## src/rtl/instr_sequencer_if.sv

```systemverilog
// Processor-side bus of the instruction sequencer: instruction/operand latches,
// the load/execute/compare strobes and the per-instruction completion ack.
interface instr_sequencer_if;
    logic [2:0] inst_out;
    logic [2:0] dr_out;
    logic [2:0] sr1_out;
    logic [2:0] sr2_out;
    logic       ld_pulse;
    logic       exec_pulse;
    logic       cmp_pulse;
    logic       ack;

    modport master (
        output inst_out, dr_out, sr1_out, sr2_out,
        output ld_pulse, exec_pulse, cmp_pulse,
        input  ack
    );

    modport slave (
        input  inst_out, dr_out, sr1_out, sr2_out,
        input  ld_pulse, exec_pulse, cmp_pulse,
        output ack
    );
endinterface

```

## src/rtl/instr_sequencer.sv

```systemverilog
// Plays a small program RAM of packed instructions into the processor latches,
// issuing one load/execute (or compare) strobe pair per word and waiting for ack.
//
// state  | meaning
// IDLE   | not running; program writes and start accepted
// FETCH  | RAM read at pc issued
// DECODE | word captured into operand registers, halt/illegal screened
// LOAD   | ld_pulse raised on the following cycle
// FIRE   | exec_pulse or cmp_pulse raised on the following cycle, timer loaded
// WAIT   | waiting for ack, timer counting down
// PAUSE  | single-step hold until step
// HALT   | run finished (done) or failed (err); outputs held
module instr_sequencer #(
    parameter int DEPTH   = 16,
    parameter int TIMEOUT = 255,
    localparam int PW     = $clog2(DEPTH)
) (
    input  logic              CLOCK_50,
    input  logic              RESET,
    input  logic              prog_we,
    input  logic [PW-1:0]     prog_addr,
    input  logic [11:0]       prog_data,
    input  logic              start,
    input  logic              abort,
    input  logic              step_mode,
    input  logic              step,
    instr_sequencer_if.master proc,
    output logic              busy,
    output logic              done,
    output logic              err,
    output logic [PW-1:0]     pc
);
    typedef enum logic [2:0] {
        S_IDLE, S_FETCH, S_DECODE, S_LOAD, S_FIRE, S_WAIT, S_PAUSE, S_HALT
    } state_t;

    localparam logic [7:0]    TMR_LOAD = 8'(TIMEOUT - 1);
    localparam logic [PW-1:0] PC_LAST  = PW'(DEPTH - 1);

    state_t      state;
    logic [7:0]  tmr;
    logic [11:0] ram [DEPTH];
    logic [11:0] rd_word;
    logic        prog_ok;

    assign prog_ok = (state == S_IDLE) || (state == S_HALT);

    // Program RAM survives RESET so a run can be repeated after a reset.
    always_ff @(posedge CLOCK_50) begin
        if (prog_we && prog_ok)
            ram[prog_addr] <= prog_data;
        if (state == S_FETCH)
            rd_word <= ram[pc];
    end

    always_ff @(posedge CLOCK_50) begin
        if (RESET) begin
            state           <= S_IDLE;
            tmr             <= '0;
            busy            <= 1'b0;
            done            <= 1'b0;
            err             <= 1'b0;
            pc              <= '0;
            proc.inst_out   <= '0;
            proc.dr_out     <= '0;
            proc.sr1_out    <= '0;
            proc.sr2_out    <= '0;
            proc.ld_pulse   <= 1'b0;
            proc.exec_pulse <= 1'b0;
            proc.cmp_pulse  <= 1'b0;
        end else begin
            proc.ld_pulse   <= 1'b0;
            proc.exec_pulse <= 1'b0;
            proc.cmp_pulse  <= 1'b0;
            if (abort) begin
                state <= S_IDLE;
                busy  <= 1'b0;
                done  <= 1'b0;
                err   <= 1'b0;
            end else begin
                case (state)
                    S_IDLE, S_HALT: begin
                        if (start) begin
                            pc    <= '0;
                            done  <= 1'b0;
                            err   <= 1'b0;
                            busy  <= 1'b1;
                            state <= S_FETCH;
                        end
                    end
                    S_FETCH: state <= S_DECODE;
                    S_DECODE: begin
                        {proc.inst_out, proc.dr_out, proc.sr1_out, proc.sr2_out} <= rd_word;
                        if (rd_word[11:9] == 3'b000) begin
                            state <= S_HALT;
                            busy  <= 1'b0;
                            done  <= 1'b1;
                        end else if (rd_word[11:9] == 3'b100 || rd_word[11:9] == 3'b111) begin
                            state <= S_HALT;
                            busy  <= 1'b0;
                            err   <= 1'b1;
                        end else begin
                            state <= S_LOAD;
                        end
                    end
                    S_LOAD: begin
                        proc.ld_pulse <= 1'b1;
                        state         <= S_FIRE;
                    end
                    S_FIRE: begin
                        // Only legal, non-halt opcodes reach here: compare or execute.
                        if (proc.inst_out == 3'b101)
                            proc.cmp_pulse <= 1'b1;
                        else
                            proc.exec_pulse <= 1'b1;
                        tmr   <= TMR_LOAD;
                        state <= S_WAIT;
                    end
                    S_WAIT: begin
                        if (proc.ack) begin
                            if (pc == PC_LAST) begin
                                state <= S_HALT;
                                busy  <= 1'b0;
                                done  <= 1'b1;
                            end else begin
                                pc    <= pc + 1'b1;
                                state <= step_mode ? S_PAUSE : S_FETCH;
                            end
                        end else if (tmr == 8'd0) begin
                            state <= S_HALT;
                            busy  <= 1'b0;
                            err   <= 1'b1;
                        end else begin
                            tmr <= tmr - 8'd1;
                        end
                    end
                    S_PAUSE: begin
                        if (step)
                            state <= S_FETCH;
                    end
                    default: state <= S_IDLE;
                endcase
            end
        end
    end
endmodule

```

## src/flat_wrapper.sv

```systemverilog
// flat-port wrapper written by rule: the top's interface ports become plain ports
module instr_sequencer_flat 
#(
    parameter int DEPTH   = 16,
    parameter int TIMEOUT = 255,
    localparam int PW     = $clog2(DEPTH)
)
  (CLOCK_50, RESET, prog_we, prog_addr, prog_data, start, abort, step_mode, step, busy, done, err, pc, proc_inst_out, proc_dr_out, proc_sr1_out, proc_sr2_out, proc_ld_pulse, proc_exec_pulse, proc_cmp_pulse, proc_ack);
  instr_sequencer_if proc_i ();
  input  logic CLOCK_50;
  input  logic RESET;
  input  logic prog_we;
  input  logic [PW-1:0] prog_addr;
  input  logic [11:0] prog_data;
  input  logic start;
  input  logic abort;
  input  logic step_mode;
  input  logic step;
  output logic busy;
  output logic done;
  output logic err;
  output logic [PW-1:0] pc;
  output wire logic [$bits(proc_i.inst_out)-1:0] proc_inst_out;
  output wire logic [$bits(proc_i.dr_out)-1:0] proc_dr_out;
  output wire logic [$bits(proc_i.sr1_out)-1:0] proc_sr1_out;
  output wire logic [$bits(proc_i.sr2_out)-1:0] proc_sr2_out;
  output wire logic [$bits(proc_i.ld_pulse)-1:0] proc_ld_pulse;
  output wire logic [$bits(proc_i.exec_pulse)-1:0] proc_exec_pulse;
  output wire logic [$bits(proc_i.cmp_pulse)-1:0] proc_cmp_pulse;
  input wire logic [$bits(proc_i.ack)-1:0] proc_ack;
  assign proc_inst_out = proc_i.inst_out;
  assign proc_dr_out = proc_i.dr_out;
  assign proc_sr1_out = proc_i.sr1_out;
  assign proc_sr2_out = proc_i.sr2_out;
  assign proc_ld_pulse = proc_i.ld_pulse;
  assign proc_exec_pulse = proc_i.exec_pulse;
  assign proc_cmp_pulse = proc_i.cmp_pulse;
  assign proc_i.ack = proc_ack;
  instr_sequencer #(.DEPTH(DEPTH), .TIMEOUT(TIMEOUT)) u_core (.CLOCK_50(CLOCK_50), .RESET(RESET), .prog_we(prog_we), .prog_addr(prog_addr), .prog_data(prog_data), .start(start), .abort(abort), .step_mode(step_mode), .step(step), .proc(proc_i), .busy(busy), .done(done), .err(err), .pc(pc));
endmodule
```

## config.mk

```make
export PLATFORM = sky130hd
export DESIGN_NAME = instr_sequencer_flat
export DESIGN_NICKNAME = d
export VERILOG_FILES = /design/src/rtl/instr_sequencer_if.sv /design/src/rtl/instr_sequencer.sv /design/src/flat_wrapper.sv
export SDC_FILE = /design/constraint.sdc
export NUM_CORES = 1
export LEC_CHECK = 0
export ABC_AREA = 1
export BUFFER_PORTS_ARGS = -buffer_cell sky130_fd_sc_hd__buf_2
export CORE_MARGIN = 1
export CORE_UTILIZATION = 40
export DETAILED_ROUTE_END_ITERATION = 10
export PLACE_DENSITY_LB_ADDON = 0.12
export SKIP_CTS_REPAIR_TIMING = 1
export SLEW_MARGIN = 20
export SYNTH_ARGS = -nofsm -noshare
export SYNTH_HDL_FRONTEND = slang
export SYNTH_SLANG_ARGS = --single-unit
```

## constraint.sdc

```tcl
create_clock -name CLOCK_50 -period 6.4 [get_ports CLOCK_50]
set_input_delay 0.96 -clock CLOCK_50 [delete_from_list [all_inputs] [get_ports CLOCK_50]]
set_output_delay 0.96 -clock CLOCK_50 [all_outputs]
set_load 0.05 [all_outputs]
```

Yosys cells after proc, flatten, opt, wreduce, memory -nomap -nowiden
Memories as Yosys holds them, arrays and structs flattened. A register that Yosys moved wholly into a read port is not among the register bits.
Index checks and enable logic that the tools add are counted.
- register bits: 33
- bits in writable memories: 192
- input port bits: 24
- output and inout bits: 22
- memories kept: 1
- memory list (name ; depth ; bits a word ; read ports ; clocked after memory_dff ; write ports ; line ; text):
    u_core.ram ; 16 ; 12 ; 1 ; 1 ; 1 ; instr_sequencer.sv:42 ; logic [11:0] ram [DEPTH];
- add/subtract/negate cells: 2
- eq/ne operators: 25
- mux-type cells: 38
- bitwise gates (word level): 2
- reduce and logical (&&, ||, !) cells: 19
- operator list (operator ; number):
    two-way mux 3 bit ; 8
    == test 3 bit, second input constant ; 7
    one-hot mux 3 bit (7 select lines) ; 1
    two-way mux 1 bit ; 19
    two-way mux 8 bit ; 2
    one-hot mux 8 bit (2 select lines) ; 1
    AND reduction 5 bit ; 3
    inequality test 2 bit, second input constant ; 7
    two-way mux 4 bit ; 3
    one-hot mux 1 bit (3 select lines) ; 3
    zero test 8 bit ; 1
    inequality test 2 x 1 -> 1 bit, second input constant ; 4
    one-hot mux 4 bit (2 select lines) ; 1
    subtractor 8 x 1 -> 8 bit, second input constant ; 1
    == test 3 x 2 -> 1 bit, second input constant ; 2
    zero test 3 bit ; 2
    inequality test 3 x 2 -> 1 bit, second input constant ; 2
    AND reduction 6 bit ; 1
    adder 4 x 1 -> 4 bit, second input constant ; 1
    == test 4 bit, second input constant ; 1
    AND reduction 4 bit ; 1
    nonzero test 2 bit ; 2
    OR reduction 2 bit ; 2
    == test 3 x 1 -> 1 bit, second input constant ; 1
    8 further kinds ; 10

Depth between registers and ports, before layout
- word-level depth: 5
- mapped depth: 10
- gate-level depth less buffers: 10

Least setup slack after synthesis
OpenSTA, ideal clock, no wires.
- path kind: input-to-reg
- from: input port prog_we
- to: memory u_core.ram[12][0], enable pin
- library setup time: 380 ps
- arrival: 1866 ps
- required time: 6020 ps
- path slack: 4154 ps
- stages: 4
- path buffers: 0
- cells stage by stage: inv_1 > nor2_1 > nand3_1 > nor2_1
- word-level cells in the longest chain between the ends: 3
- ends and longest elaborated chain (element ; line ; text):
    from (decl) ; flat_wrapper.sv:12 ; input logic prog_we;
    logical AND 1 bit ; instr_sequencer.sv:50 ; if (prog_we && prog_ok)
    two-way mux 1 bit ; instr_sequencer.sv:50 ;
    two-way mux 1 bit (implied by the code) ; instr_sequencer.sv:51 ; ram[prog_addr] <= prog_data;
    to (decl) ; instr_sequencer.sv:42 ;
Every way passes these cells.

Worst setup path in the final report
- from: register u_core.pc[1]
- to: output port pc[1]
- RTL lines (element ; line ; text):
    from (decl) ; instr_sequencer.sv:31 ; output logic [PW-1:0] pc
    from (signal assigned) ; instr_sequencer.sv:126 ; pc <= pc + 1'b1;
    to (decl) ; flat_wrapper.sv:22 ; output logic [PW-1:0] pc;
No word-level cell between the ends.

==> results.tsv <==
stage	metric	value	unit
timing	holdWs	0.467	ns
global_routing	grt_pass1_vias	6211	
global_routing	grt_max_degree	101	
timing	rsz0062_at_grt	false	
global_routing	grt_util_all_layers	20.3	%
clock_tree	clkTransAtPathRegs	0.06	ns
timing	period_share	47.5	%
die	rows	56	
pwr	combPwrFrac	7.2	%
yosys	synth.distinct_cells	32	
run	cap_violations	0	
routing	vias	6481	
global_routing	grt_overflow	0	
timing	final.setup.tns	0	ns
placed_design	dp_hpwl	15500	um
die	io_pins	46	
setup_path	crit_type	flip-flop to output port	
timing	slew_viol_final	0	
yosys	synth-seq-cells	237	
routing	drtIter0Drc	710	
setup_path	cp-start-kind	flip-flop	
clock_tree	ctsHtreeMaxLevel	1	
setup_path	r2r_cells	6	
pwr	p_seq_share	51.3	%
yosys	async_flop_share	0	%
setup_path	crit_fanout	51	
die	die-area	0.0246	sq mm
routing	routed_wl	24200	um
setup_path	path_cells	buf_4 -> buf_2	
global_routing	grt_pass1_wl	36500	um
pwr	p_int	2560	uW
min_path	min_delay_path_depth	2	
yosys	synth_edf_count	204	
yosys	yosys_warnings	0	
global_routing	antenna_found_initial	0	
setup_path	slowest_stage	dfxtp_2	
yosys	synthCells	835	
yosys	synth_fp_nets	862	
pwr	ir_drop	156	uV
clock_tree	clk_path_buf_depth	3	
setup_path	endpoint_kind	output port	
pwr	power_frac_clock	41.5	%
timing	setup_viol	0	
routing	drc_errors	0	
pwr	swShare	23.4	%
layout	final_cell_mix	edfxtp_1 (204), nor2_1 (184), o21ai_0 (115)	
placed_design	dpl_worst_slack	3.30	ns
yosys	avgSynthCellArea	11.5	sq um
placed_design	gp_congestion	0.896	
yosys	yosys-top-cells-area	edfxtp_1 (64%), nor2_1 (7.3%), dfxtp_1 (6.9%)	
pwr	powerDensity	308	mW/mm^2
yosys	yosysTopAreaCell	edfxtp_1	
die	coreArea	0.0235	sq mm
layout	syn_to_final_growth	13.3	%
setup_path	worstReg2RegEnd	u_core.ram[5][0]	
timing	worstMarginPinSlew	1.05	ns
die	fp.dieH	157	um
yosys	syn_area	0.00958	sq mm
timing	finalClockSkew	0.0131	ns
yosys	yosysSeqAreaShare	70.8	%
timing	final_hold_viol_count	0	
layout	drive_gt1_share	12.5	%
clock_tree	clock_sinks	237	
routing	drtPass1Iterations	5	
clock_tree	cts-buffers-inserted	26	
layout	fin_nets	897	
layout	antenna_cells	0	
placed_design	io_buffers	45	
setup_path	r2r_slack	3.42	ns
setup_path	critPathMaxStageDelay	0.63	ns
min_path	hold_start	u_core.tmr[0]	
layout	final_common_cell	edfxtp_1	
yosys	ys_dominant_reg_cell	edfxtp_1	
setup_path	cp_top_family	buffers and inverters	
layout	utilization	46.3	%
min_path	hold_class	flip-flop to flip-flop	
routing	wl_per_cell	20.0	um
die	start_util	40.8	%
timing	fmax	329	MHz
pwr	net-switching-power	782	uW
setup_path	cp.arrival	2.08	ns
clock_tree	cts-root-buf	clkbuf_16	
setup_path	crit_start	u_core.pc[1]	
setup_path	cp_num_buf_inv	2	
routing	ant_nets	0	
timing	min_period	3.04	ns
status	status	completed	
clock_tree	cts_tree	built	
setup_path	cp.required	5.44	ns
min_path	hold_end	u_core.tmr[0]	
setup_path	reg2reg_from	u_core.state[2]	
timing	setup_ws	3.36	ns
yosys	synth_top_area_share	63.9	%
clock_tree	clk_latency	0.53	ns
timing	slew-limit-headroom	29.8	%
routing	viasPerCell	5.37	
pwr	power_leakage	0.00377	uW
die	die_w	157	um
worst min-delay path, stage by stage (launching register included):
cell and delay (ns):
dfxtp_1 0.31, nand2_1 0.06, a21oi_1 0.05
state kept, by name, summed over array words and instances, names as in the netlist:
| register | count |
|---|---|
| u_core.proc.sr2_out | 3 |
| u_core.done | 1 |
| u_core.tmr | 8 |
| u_core.proc.inst_out | 3 |
| u_core.proc.dr_out | 3 |
| u_core.rd_word | 12 |
| u_core.proc.cmp_pulse | 1 |
| u_core.err | 1 |
| u_core.pc | 4 |
| u_core.proc.sr1_out | 3 |
| u_core.state | 3 |
| u_core.proc.ld_pulse | 1 |
| u_core.proc.exec_pulse | 1 |
| u_core.busy | 1 |
| u_core.ram | 192 |
area by class of cell:
cell class | count | area, sq um
Fill cell | 2140 | 12600
Tap cell | 319 | 399
Inverter | 36 | 140
Clock inverter | 12 | 103
Multi-Input combinational cell | 521 | 2490
Timing Repair Buffer | 48 | 248
Clock buffer | 35 | 694
Sequential cell | 237 | 6790
per-layer routing:
metal	part of all wire, %	vias up	GRT usage (%)
met3	7.3	39	2.99
met5	0	-	0
met4	2.7	0	6.82
li1	-	3044	-
met2	46	286	32.0
met1	44	3112	28.5
Yosys cell counts (7+ instances only):
| master | number |
|---|---|
| edfxtp_1 | 204 |
| o21ai_0 | 115 |
| nor2_1 | 186 |
| nand3_1 | 40 |
| dfxtp_1 | 33 |
| o211ai_1 | 25 |
| nand2_1 | 77 |
| inv_2 | 7 |
| inv_1 | 28 |
| o22ai_1 | 24 |
| buf_2 | 9 |
| clkbuf_1 | 26 |
| a21oi_1 | 25 |
per-stage QoR:
step                      total power, uW  area, sq um  std cells
after CTS                            3370        10900       1208
after detailed placement             1990        10100       1161
final                                3350        10900       1208
after floorplan                      1890         9580        835
after global placement               1990        10100       1161
after global routing                 3460        10900       1208
cell families after synthesis:
family	Yosys count	share of synthesized area, %
AOI/OAI and AO/OA	194	11.3
adders and majority gates	3	0.392
buffers and inverters	77	3.34
DFF	237	70.8
and+or+nand+nor	324	14.2
worst max path at each step:
stage / end / cells past startpoint
floorplan: u_core.ram[12][0] / 4
detailed placement: u_core.ram[10][4] / 5
finish: pc[1] / 2
global route: u_core.ram[4][8] / 6
CTS: u_core.ram[4][8] / 6
global placement: u_core.ram[4][8] / 5
power by group through the flow:
stage / sequential [uW] / clock (uW) / combinational, uW
after global routing: 1720 / 1480 / 266
after detailed placement: 1750 / 0 / 242
after CTS: 1720 / 1410 / 243
after global placement: 1750 / 0 / 238
final: 1720 / 1390 / 240
after floorplan: 1760 / 0 / 133
Note: power is estimated with default switching activity, not from simulation.
